<file path="src/rtl/edc_wb_ctrl.sv">
// SECDED (39,32) error-detect-and-correct controller between a Wishbone slave and word-wide memory.
// Optional macro EDC_WRITEBACK_EN: reads with a corrected error write the repaired word back.
module edc_wb_ctrl #(
    parameter int WB_DWIDTH = 128,
    parameter int WB_SWIDTH = 16,
    parameter int ADR_W     = 28,
    parameter int CNT_W     = 16
) (
    input  logic                        edc_clk,
    input  logic                        edc_rst_n,
    input  logic [31:0]                 edc_wb_adr,
    input  logic [WB_SWIDTH-1:0]        edc_wb_sel,
    input  logic                        edc_wb_we,
    input  logic [WB_DWIDTH-1:0]        edc_wb_dat_w,
    output logic [WB_DWIDTH-1:0]        edc_wb_dat_r,
    input  logic                        edc_wb_cyc,
    input  logic                        edc_wb_stb,
    output logic                        edc_wb_ack,
    output logic                        edc_wb_err,
    output logic                        mem_req,
    output logic                        mem_we,
    output logic [ADR_W-1:0]            mem_adr,
    output logic [39*(WB_DWIDTH/32)-1:0] mem_wdat,
    input  logic [39*(WB_DWIDTH/32)-1:0] mem_rdat,
    input  logic                        edc_cnt_clr,
    output logic [CNT_W-1:0]            edc_ce_cnt,
    output logic [CNT_W-1:0]            edc_ue_cnt,
    output logic [ADR_W-1:0]            edc_err_adr
);

    localparam int LANES = WB_DWIDTH / 32;
    localparam int MW    = 39 * LANES;
    localparam int SH    = $clog2(WB_SWIDTH);

`ifdef EDC_WRITEBACK_EN
    localparam logic WB_EN = 1'b1;
`else
    localparam logic WB_EN = 1'b0;
`endif

    localparam logic [2:0] ST_IDLE = 3'd0;
    localparam logic [2:0] ST_WR   = 3'd1;
    localparam logic [2:0] ST_RD   = 3'd2;
    localparam logic [2:0] ST_CHK  = 3'd3;
    localparam logic [2:0] ST_FIN  = 3'd4;

    // Data bit k lives at the k-th non-power-of-two codeword position (3,5,6,7,9,...,38);
    // XOR-ing the positions of all set data bits yields the six Hamming bits directly.
    function automatic logic [6:0] encLane(input logic [31:0] d);
        logic [6:0] c;
        logic [5:0] k;
        c = '0;
        k = '0;
        for (int p = 3; p < 39; p++) begin
            if ((p & (p - 1)) != 0) begin
                if (d[k[4:0]]) begin
                    c[5:0] = c[5:0] ^ 6'(p);
                end
                k = k + 6'd1;
            end
        end
        c[6] = ^{d, c[5:0]};
        return c;
    endfunction

    // Returns {uncorrectable, corrected, data}; a hit on a check position leaves data untouched.
    function automatic logic [33:0] decLane(input logic [38:0] w);
        logic [31:0] d;
        logic [6:0]  recomputed;
        logic [5:0]  syn;
        logic        par;
        logic [5:0]  k;
        d          = w[31:0];
        recomputed = encLane(w[31:0]);
        syn        = w[37:32] ^ recomputed[5:0];
        par        = ^w;
        k          = '0;
        for (int p = 3; p < 39; p++) begin
            if ((p & (p - 1)) != 0) begin
                if (par && (syn == 6'(p))) begin
                    d[k[4:0]] = ~d[k[4:0]];
                end
                k = k + 6'd1;
            end
        end
        return {(!par && (syn != 6'd0)), par, d};
    endfunction

    function automatic logic [MW-1:0] encWord(input logic [WB_DWIDTH-1:0] d);
        logic [MW-1:0] e;
        e = '0;
        for (int l = 0; l < LANES; l++) begin
            e[39*l +: 39] = {encLane(d[32*l +: 32]), d[32*l +: 32]};
        end
        return e;
    endfunction

    logic [2:0]           state_q, state_d;
    logic [ADR_W-1:0]     adr_q, adr_d;
    logic [WB_SWIDTH-1:0] sel_q, sel_d;
    logic                 we_q, we_d;
    logic                 full_q, full_d;
    logic [WB_DWIDTH-1:0] wbDat_q, wbDat_d;
    logic [MW-1:0]        memWdat_q, memWdat_d;
    logic [WB_DWIDTH-1:0] datR_q, datR_d;
    logic                 ce_q, ce_d;
    logic                 ue_q, ue_d;
    logic [CNT_W-1:0]     ceCnt_q, ceCnt_d;
    logic [CNT_W-1:0]     ueCnt_q, ueCnt_d;
    logic [ADR_W-1:0]     errAdr_q, errAdr_d;

    logic [WB_DWIDTH-1:0] decData;
    logic                 anyCe;
    logic                 anyUe;
    logic [33:0]          laneRes;
    logic [WB_DWIDTH-1:0] mergedData;
    logic [WB_SWIDTH-1:0] mergeMask;
    logic                 reqFull;
    logic                 partialRmw;
    logic                 finWrite;

    always_comb begin
        decData = '0;
        anyCe   = 1'b0;
        anyUe   = 1'b0;
        laneRes = '0;
        for (int l = 0; l < LANES; l++) begin
            laneRes               = decLane(mem_rdat[39*l +: 39]);
            decData[32*l +: 32]   = laneRes[31:0];
            anyCe                 = anyCe | laneRes[32];
            anyUe                 = anyUe | laneRes[33];
        end
    end

    // Reads use an empty mask so the corrected word is re-encoded unchanged for writeback.
    assign mergeMask = we_q ? sel_q : '0;

    always_comb begin
        mergedData = decData;
        for (int b = 0; b < WB_SWIDTH; b++) begin
            if (mergeMask[b]) begin
                mergedData[8*b +: 8] = wbDat_q[8*b +: 8];
            end
        end
    end

    assign reqFull    = edc_wb_we && (edc_wb_sel == '1);
    assign partialRmw = we_q && !full_q;
    assign finWrite   = (state_q == ST_FIN) && (partialRmw ? !ue_q : (WB_EN && ce_q));

    always_comb begin
        state_d   = state_q;
        adr_d     = adr_q;
        sel_d     = sel_q;
        we_d      = we_q;
        full_d    = full_q;
        wbDat_d   = wbDat_q;
        memWdat_d = memWdat_q;
        datR_d    = datR_q;
        ce_d      = ce_q;
        ue_d      = ue_q;
        case (state_q)
            ST_IDLE: begin
                if (edc_wb_cyc && edc_wb_stb) begin
                    adr_d     = ADR_W'(edc_wb_adr >> SH);
                    sel_d     = edc_wb_sel;
                    we_d      = edc_wb_we;
                    full_d    = reqFull;
                    wbDat_d   = edc_wb_dat_w;
                    memWdat_d = encWord(edc_wb_dat_w);
                    state_d   = reqFull ? ST_WR : ST_RD;
                end
            end
            ST_WR:  state_d = ST_IDLE;
            ST_RD:  state_d = ST_CHK;
            ST_CHK: begin
                datR_d    = decData;
                ce_d      = anyCe && !anyUe;
                ue_d      = anyUe;
                memWdat_d = encWord(mergedData);
                state_d   = ST_FIN;
            end
            ST_FIN: state_d = ST_IDLE;
            default: state_d = ST_IDLE;
        endcase
    end

    // One count per access; a clear in the same cycle wins and the event is dropped.
    always_comb begin
        ceCnt_d  = ceCnt_q;
        ueCnt_d  = ueCnt_q;
        errAdr_d = errAdr_q;
        if (edc_cnt_clr) begin
            ceCnt_d  = '0;
            ueCnt_d  = '0;
            errAdr_d = '0;
        end else if (state_q == ST_FIN) begin
            if (ce_q && (ceCnt_q != '1)) begin
                ceCnt_d = ceCnt_q + CNT_W'(1);
            end
            if (ue_q && (ueCnt_q != '1)) begin
                ueCnt_d = ueCnt_q + CNT_W'(1);
            end
            if (ce_q || ue_q) begin
                errAdr_d = adr_q;
            end
        end
    end

    always_ff @(posedge edc_clk) begin
        if (!edc_rst_n) begin
            state_q   <= ST_IDLE;
            adr_q     <= '0;
            sel_q     <= '0;
            we_q      <= 1'b0;
            full_q    <= 1'b0;
            wbDat_q   <= '0;
            memWdat_q <= '0;
            datR_q    <= '0;
            ce_q      <= 1'b0;
            ue_q      <= 1'b0;
            ceCnt_q   <= '0;
            ueCnt_q   <= '0;
            errAdr_q  <= '0;
        end else begin
            state_q   <= state_d;
            adr_q     <= adr_d;
            sel_q     <= sel_d;
            we_q      <= we_d;
            full_q    <= full_d;
            wbDat_q   <= wbDat_d;
            memWdat_q <= memWdat_d;
            datR_q    <= datR_d;
            ce_q      <= ce_d;
            ue_q      <= ue_d;
            ceCnt_q   <= ceCnt_d;
            ueCnt_q   <= ueCnt_d;
            errAdr_q  <= errAdr_d;
        end
    end

    assign edc_wb_ack   = (state_q == ST_WR) || (state_q == ST_FIN);
    assign edc_wb_err   = (state_q == ST_FIN) && ue_q;
    assign edc_wb_dat_r = datR_q;
    assign mem_req      = (state_q == ST_WR) || (state_q == ST_RD) || finWrite;
    assign mem_we       = (state_q == ST_WR) || finWrite;
    assign mem_adr      = adr_q;
    assign mem_wdat     = memWdat_q;
    assign edc_ce_cnt   = ceCnt_q;
    assign edc_ue_cnt   = ueCnt_q;
    assign edc_err_adr  = errAdr_q;

endmodule

</file>
<file path="config.mk">
export PLATFORM = sky130hd
export DESIGN_NAME = edc_wb_ctrl
export DESIGN_NICKNAME = d
export VERILOG_FILES = /design/src/rtl/edc_wb_ctrl.sv
export SDC_FILE = /design/constraint.sdc
export NUM_CORES = 2
export LEC_CHECK = 0
export ABC_AREA = 1
export BUFFER_PORTS_ARGS = -buffer_cell sky130_fd_sc_hd__buf_2
export CORE_MARGIN = 5
export CORE_UTILIZATION = 45
export CTS_BUF_LIST = sky130_fd_sc_hd__clkbuf_16
export DETAILED_ROUTE_END_ITERATION = 16
export PLACE_DENSITY = 0.66
export SETUP_SLACK_MARGIN = 0.05
export SLEW_MARGIN = 15
export SYNTH_ARGS = -nofsm -noshare
export SYNTH_HDL_FRONTEND = slang
export SYNTH_SLANG_ARGS = --single-unit
</file>
<file path="constraint.sdc">
create_clock -name edc_clk -period 10.48 [get_ports edc_clk]
set_input_delay 2.096 -clock edc_clk [delete_from_list [all_inputs] [get_ports edc_clk]]
set_output_delay 2.096 -clock edc_clk [all_outputs]
set_load 0.005 [all_outputs]
</file>
Yosys cells after proc, flatten, opt, wreduce, memory -nomap -nowiden:

Index checks and enable logic that the tools add are counted.

* add/sub/neg operators: 62
* reduce and logical (&&, ||, !) cells: 176
* order comparisons: 62
* mux-type cells: 1508
* eq/ne operators: 136
* bitwise logic cells: 511

Operators with widths (number)
* 6-bit two-way mux: 460
* 5-bit two-way mux: 277
* 1-bit binary-select mux with 5-bit select: 248
* 3-bit NOT: 156
* 5-bit by 6-bit less-than comparator with 1-bit output (second input constant): 62
* 6-bit by 5-bit == test with 1-bit output (second input constant): 60
* 4-bit two-way mux: 88
* 156-bit case mux with 2 select lines: 1
* 38-bit XOR reduction: 8
* 5-bit by 1-bit adder with 5-bit output (second input constant): 60
* 2-bit NOT: 128
* 1-bit two-way mux: 253
* 4-bit NOT: 60
* 6-bit by 4-bit == test with 1-bit output (second input constant): 28
* 8-bit two-way mux: 20
* 156-bit two-way mux: 1
* 39-bit XOR reduction: 4
* 6-bit == test (second input constant): 24
* 1-bit logical AND: 140
* 1-bit NOT: 129
* 32-bit two-way mux: 4
* 31-bit two-way mux: 4
* 3-bit two-way mux: 41
* 30-bit two-way mux: 4
* other kinds (44): 195

* bits in registers: 523

Longest topological paths before layout:

* word-level depth: 196
* depth in mapped cells: 44
* gate-level depth less buffers: 43

Worst setup path after synthesis:

No wires, ideal clock.

* kind: input to register
* start point: input mem_rdat[23]
* end point: register memWdat_q[38] (netlist: mem_wdat[38])
* data arrival time: 4956 ps
* setup time: 109 ps
* stages on the path: 34
* slack: 5415 ps
* cell sequence: buf_6 > xnor2_1 > nand2_1 > nand2_1 > nand2_1 > nand3_1 > nand2_1 > or2_1 > nand2_2 > nand2_2 > nor2_4 > buf_4 > nand3_1 > nand2_2 > nand2_2 > nand2_2 > nand2_1 > nand2_1 > xor2_2 > nand2_1 > nand2_2 > nand2_1 > nand2_1 > nand2_1 > nand2_1 > nand2_1 > nand2_1 > nand2_1 > nand2_1 > inv_1 > nand2_1 > nand3_1 > nand2_1 > inv_1

* cells in the longest elaborated chain, start to end: 133
* elaborated cells on any way between the ends: 278
* classes of those cells: eq/ne (32); mux (172); bitwise (40); reduce/logical (34)

RTL lines
* start: declaration: line 24 `input logic [39*(WB_DWIDTH/32)-1:0] mem_rdat,`
* 5-bit two-way mux: line 56 `if (d[k[4:0]]) begin`
* 4-bit NOT (no source line)
* 5-bit two-way mux: line 56
* 5-bit NOT (no source line)
* 5-bit two-way mux: line 56
* 6-bit two-way mux (3 in a row): line 56
* 2-bit NOT (no source line)
* 6-bit two-way mux: line 56
* (+115 left out)
* 3-bit NOT (no source line) / 6-bit two-way mux (equally long branches)
* 6-bit two-way mux / 3-bit NOT (equally long branches)
* 6-bit two-way mux, on equally long branches: line 162, 56
* 3-bit NOT (no source line) / 6-bit two-way mux (equally long branches)
* 6-bit two-way mux: line 56
* 6-bit two-way mux: line 162 `case (state_q)`
* 38-bit XOR reduction (*): line 62 `c[6] = ^{d, c[5:0]};`
* 156-bit case mux with 2 select lines (*): line 162
* end signal: assignment: line 232 `memWdat_q <= memWdat_d;`
* end: declaration: line 104 `logic [MW-1:0] memWdat_q, memWdat_d;`

Every way passes the cells marked *; elsewhere a longest branch is shown, timed or not. The select of a mux whose other input is x is not followed.
A chain may end at the register's enable or synchronous reset.

Worst setup path after layout:

* start point: input mem_rdat[13]
* end point: register memWdat_q[38] (netlist: mem_wdat[38])

* cells in the longest elaborated chain, start to end: 150
* elaborated cells on any way between the ends: 298
* classes of those cells: eq/ne (32); mux (182); bitwise (50); reduce/logical (34)

RTL lines (line)
* 5-bit two-way mux: 56
* 2-bit NOT (no source line)
* 5-bit two-way mux: 56
* 3-bit NOT (no source line)
* 5-bit two-way mux: 56
* 3-bit NOT (no source line)
* 5-bit two-way mux: 56
* 4-bit NOT (no source line)
* (+134 left out)
* 3-bit NOT (no source line) / 6-bit two-way mux (equally long branches)
* 6-bit two-way mux / 3-bit NOT (equally long branches)
* 6-bit two-way mux, on equally long branches: 162, 56
* 3-bit NOT (no source line) / 6-bit two-way mux (equally long branches)
* 6-bit two-way mux: 56
* 6-bit two-way mux: 162
* 38-bit XOR reduction (*): 62
* 156-bit case mux with 2 select lines (*): 162

Marks and branches as above.

==> impl_metrics.csv <==
group,metric,value,unit
cts,cts_tree,"yes",
cts,root_buffer,"clkbuf_16",
synthesis,synth_fa_ha_area_share,0.0617,%
power,p_clk_share,30.8,%
worst_setup_path,crit_type,"primary input to flop",
synthesis,ys_async_sr_fraction,0,%
routing,viasPerCell,5.31,
sta,min_period,6.24,ns
floorplanning,start_util,45.2,%
synthesis,netlist_area,40600,sq um
synthesis,synth_edf_count,0,
routing,wire_per_inst,20.3,um
job,drv_cap,0,
synthesis,ys_types,55,
sta,finalSetupViolations,0,
floorplanning,dieArea,96200,sq um
cts,clockBufferDepth,3,
finish,utilization,52.2,%
finish,nFillCells,9498,
worst_setup_path,slowest_stage,"nor2_2",
worst_setup_path,cp_slowest_stage_delay,0.88,ns
power,irDropWorstVdd,0.155,mV
synthesis,syn_nets,7325,
outcome,status,"complete, no violations",
place,place_congestion,0.988,
floorplanning,coreArea,89700,sq um
global_route,grt_pass1_wl,258000,um
worst_setup_path,crit_path_frequent_cell,"nand2_1",
power,p_total,0.00764,W
place,io_buffers,709,
cts,ctsHtreeMaxLevel,3,
routing,drt-total-wl,178000,um
synthesis,synth-seq-cells,523,
synthesis,synth_top_family_by_area,"simple AND/OR/NAND/NOR gates",
cts,post_cts_resized,0,
worst_setup_path,required,11.04,ns
sta,period_share,59.6,%
global_route,grt_usage,35.2,%
global_route,first_global_vias,42000,
power,leakagePower,25.3,nW
place,dp_hpwl,141000,um
power,switchingPower,0.00318,W
synthesis,synth_compound_area_share,9.34,%
synthesis,synth-simple-area-share,44.4,%
floorplanning,dieHeight,310,um
synthesis,synthFlopType,"dfxtp_1",
worst_hold_path,min_path_type,"flop to flop",
power,swShare,41.6,%
routing,ant_nets,0,
sta,worst_pin_slew,1.17,ns
global_route,grt_start_max_net_pins,174,
floorplanning,pin_count,714,
cts,cts_hold_buffers,0,
synthesis,avgSynthCellArea,5.81,sq um
sta,rsz0062_at_grt,"false",
sta,hold_violations,0,
finish,drive_above_1_share,15.1,%
worst_setup_path,cp_max_fo,29,
finish,nNetsFinal,7856,
synthesis,synth_xor_area_share,11.8,%
finish,syn_to_final_growth,15.4,%
worst_setup_path,setup.worst_path.end_class,"flop",
routing,drc_errors,0,
routing,route.vias.total,46500,
worst_setup_path,r2r_setup_slack,6.51,ns
finish,most-common-layout-cells,"3,127 x nand2_1, 708 x buf_2, 591 x nand3_1",
power,internal_power,0.00447,W
power,p_comb_share,41.1,%
synthesis,yosys_warnings,0,
floorplanning,die_w,310,um
cts,numCtsBuffers,66,
sta,clock.fmax,160,MHz
global_route,overflow,0,
cts,cts.sinks,523,
cts,worstSkewPairLatency,0.66,ns
power,power_density,163,nW/um^2
global_route,grt_antenna_before_repair,43,
sta,finClkSkew,0.0271,ns
synthesis,syn-instance-count,6985,
finish,final_common_cell,"nand2_1",
routing,first_pass_iters,7,
sta,tns,0,ns
sta,holdWs,0.460,ns
sta,slew_headroom,22.2,%
cts,clk_transition_reported_paths,0.06,ns
place,postPlaceCellArea,44600,sq um
power,p_seq_share,28.2,%
synthesis,synthMuxAreaShare,0,%
sta,drv_slew,0,
floorplanning,rows,110,
cts,cts_setup_buffers,0,
worst_setup_path,crit_path_start_kind,"primary input",
finish,post-route-cell-area,46800,sq um
routing,drt_iter0_drc,4417,
synthesis,yosysSeqAreaShare,25.8,%
worst_setup_path,arrival,6.80,ns
## metrics by stage
stage	setup slack [ns]	std cells
2_1_floorplan	5.42	6985
3_3_place_gp	3.64	8624
5_1_grt	3.69	8745
6_report	4.24	8764
3_5_place_dp	3.65	8624
4_1_cts	4.34	8737
## sequential cells by signal (all words and copies together) (netlist names)
name / cells
sel_q: 16
edc_ue_cnt: 16
edc_wb_dat_r: 128
edc_ce_cnt: 16
state_q: 3
full_q: 1
edc_err_adr: 28
mem_adr: 28
we_q: 1
mem_wdat: 156
ce_q: 1
ue_q: 1
wbDat_q: 128
## path summary, 6_finish.rpt
| kind | from | to | cells past startpoint |
|---|---|---|---|
| setup / recovery | mem_rdat[13] | mem_wdat[38]$_SDFFE_PN0P_ | 41 |
| hold / removal | wbDat_q[15]$_SDFFE_PN0P_ | wbDat_q[15]$_SDFFE_PN0P_ | 2 |
| setup reg to reg | state_q[2]$_SDFFE_PN0P_ | mem_wdat[3]$_SDFFE_PN0P_ | 11 |
| hold reg to reg | wbDat_q[15]$_SDFFE_PN0P_ | wbDat_q[15]$_SDFFE_PN0P_ | 2 |
## layout make-up
type / count / area [sq um] / share of cell area, %
Inverter: 598 / 2270 / 4.86
Clock inverter: 45 / 447 / 0.954
Tap cell: 1176 / 1470 / 3.14
Timing Repair Buffer: 727 / 3710 / 7.92
Antenna cell: 27 / 67.6 / 0.144
Sequential cell: 523 / 10500 / 22.4
Clock buffer: 68 / 1700 / 3.64
Multi-Input combinational cell: 5600 / 26700 / 57.0
## per-layer routing
layer / part of all wire, % / up-vias / wire length [um] / GRT usage [%]
met5: 0.079 / - / 141 / 0
met4: 6.2 / 22 / 11000 / 18.2
met3: 8.9 / 417 / 15900 / 8.48
met2: 45 / 1881 / 79200 / 57.2
met1: 40 / 21300 / 71500 / 43.5
li1: - / 22900 / - / -
## kinds of logic after synthesis
family / after synthesis
compound gates: 697
xor+xnor: 536
buf+inv: 862
flops: 523
fa+ha+maj: 2
simple gates: 4365
## Yosys cell counts (10+ instances only)
master	count	area, sq um
nand2_1	3127	11700
nand3_1	592	2960
inv_1	526	1970
dfxtp_1	523	10500
nor2_1	350	1310
o21ai_0	323	1620
xnor2_1	305	2670
a21oi_1	231	1160
xor2_1	217	1900
clkbuf_1	179	672
or2_2	92	576
nand2_2	71	444
inv_2	64	240
o211ai_1	60	450
o21ai_1	41	205
buf_2	38	190
nand3b_1	31	233
nor2_2	27	169
nand4_1	21	131
nor3_1	16	80.1
o21ai_2	16	140
buf_1	13	48.8
buf_4	12	90.1
buf_6	12	135
nand3_2	10	100
## power groups by stage
stage | combinational [W] | sequential, W | clock, W
after detailed placement | 0.00308 | 0.00219 | 0
after global placement | 0.00304 | 0.00219 | 0
after floorplan | 0.00224 | 0.00217 | 0
final | 0.00314 | 0.00215 | 0.00235
after global routing | 0.00347 | 0.00216 | 0.00246
after CTS | 0.00310 | 0.00215 | 0.00237
## critical path, delay by kind of cell
family	cells	cell delay, ns
and+or+nand+nor	32	3.85
buffers and inverters	9	0.83
No activity file was read; power rests on OpenSTA's default activity.
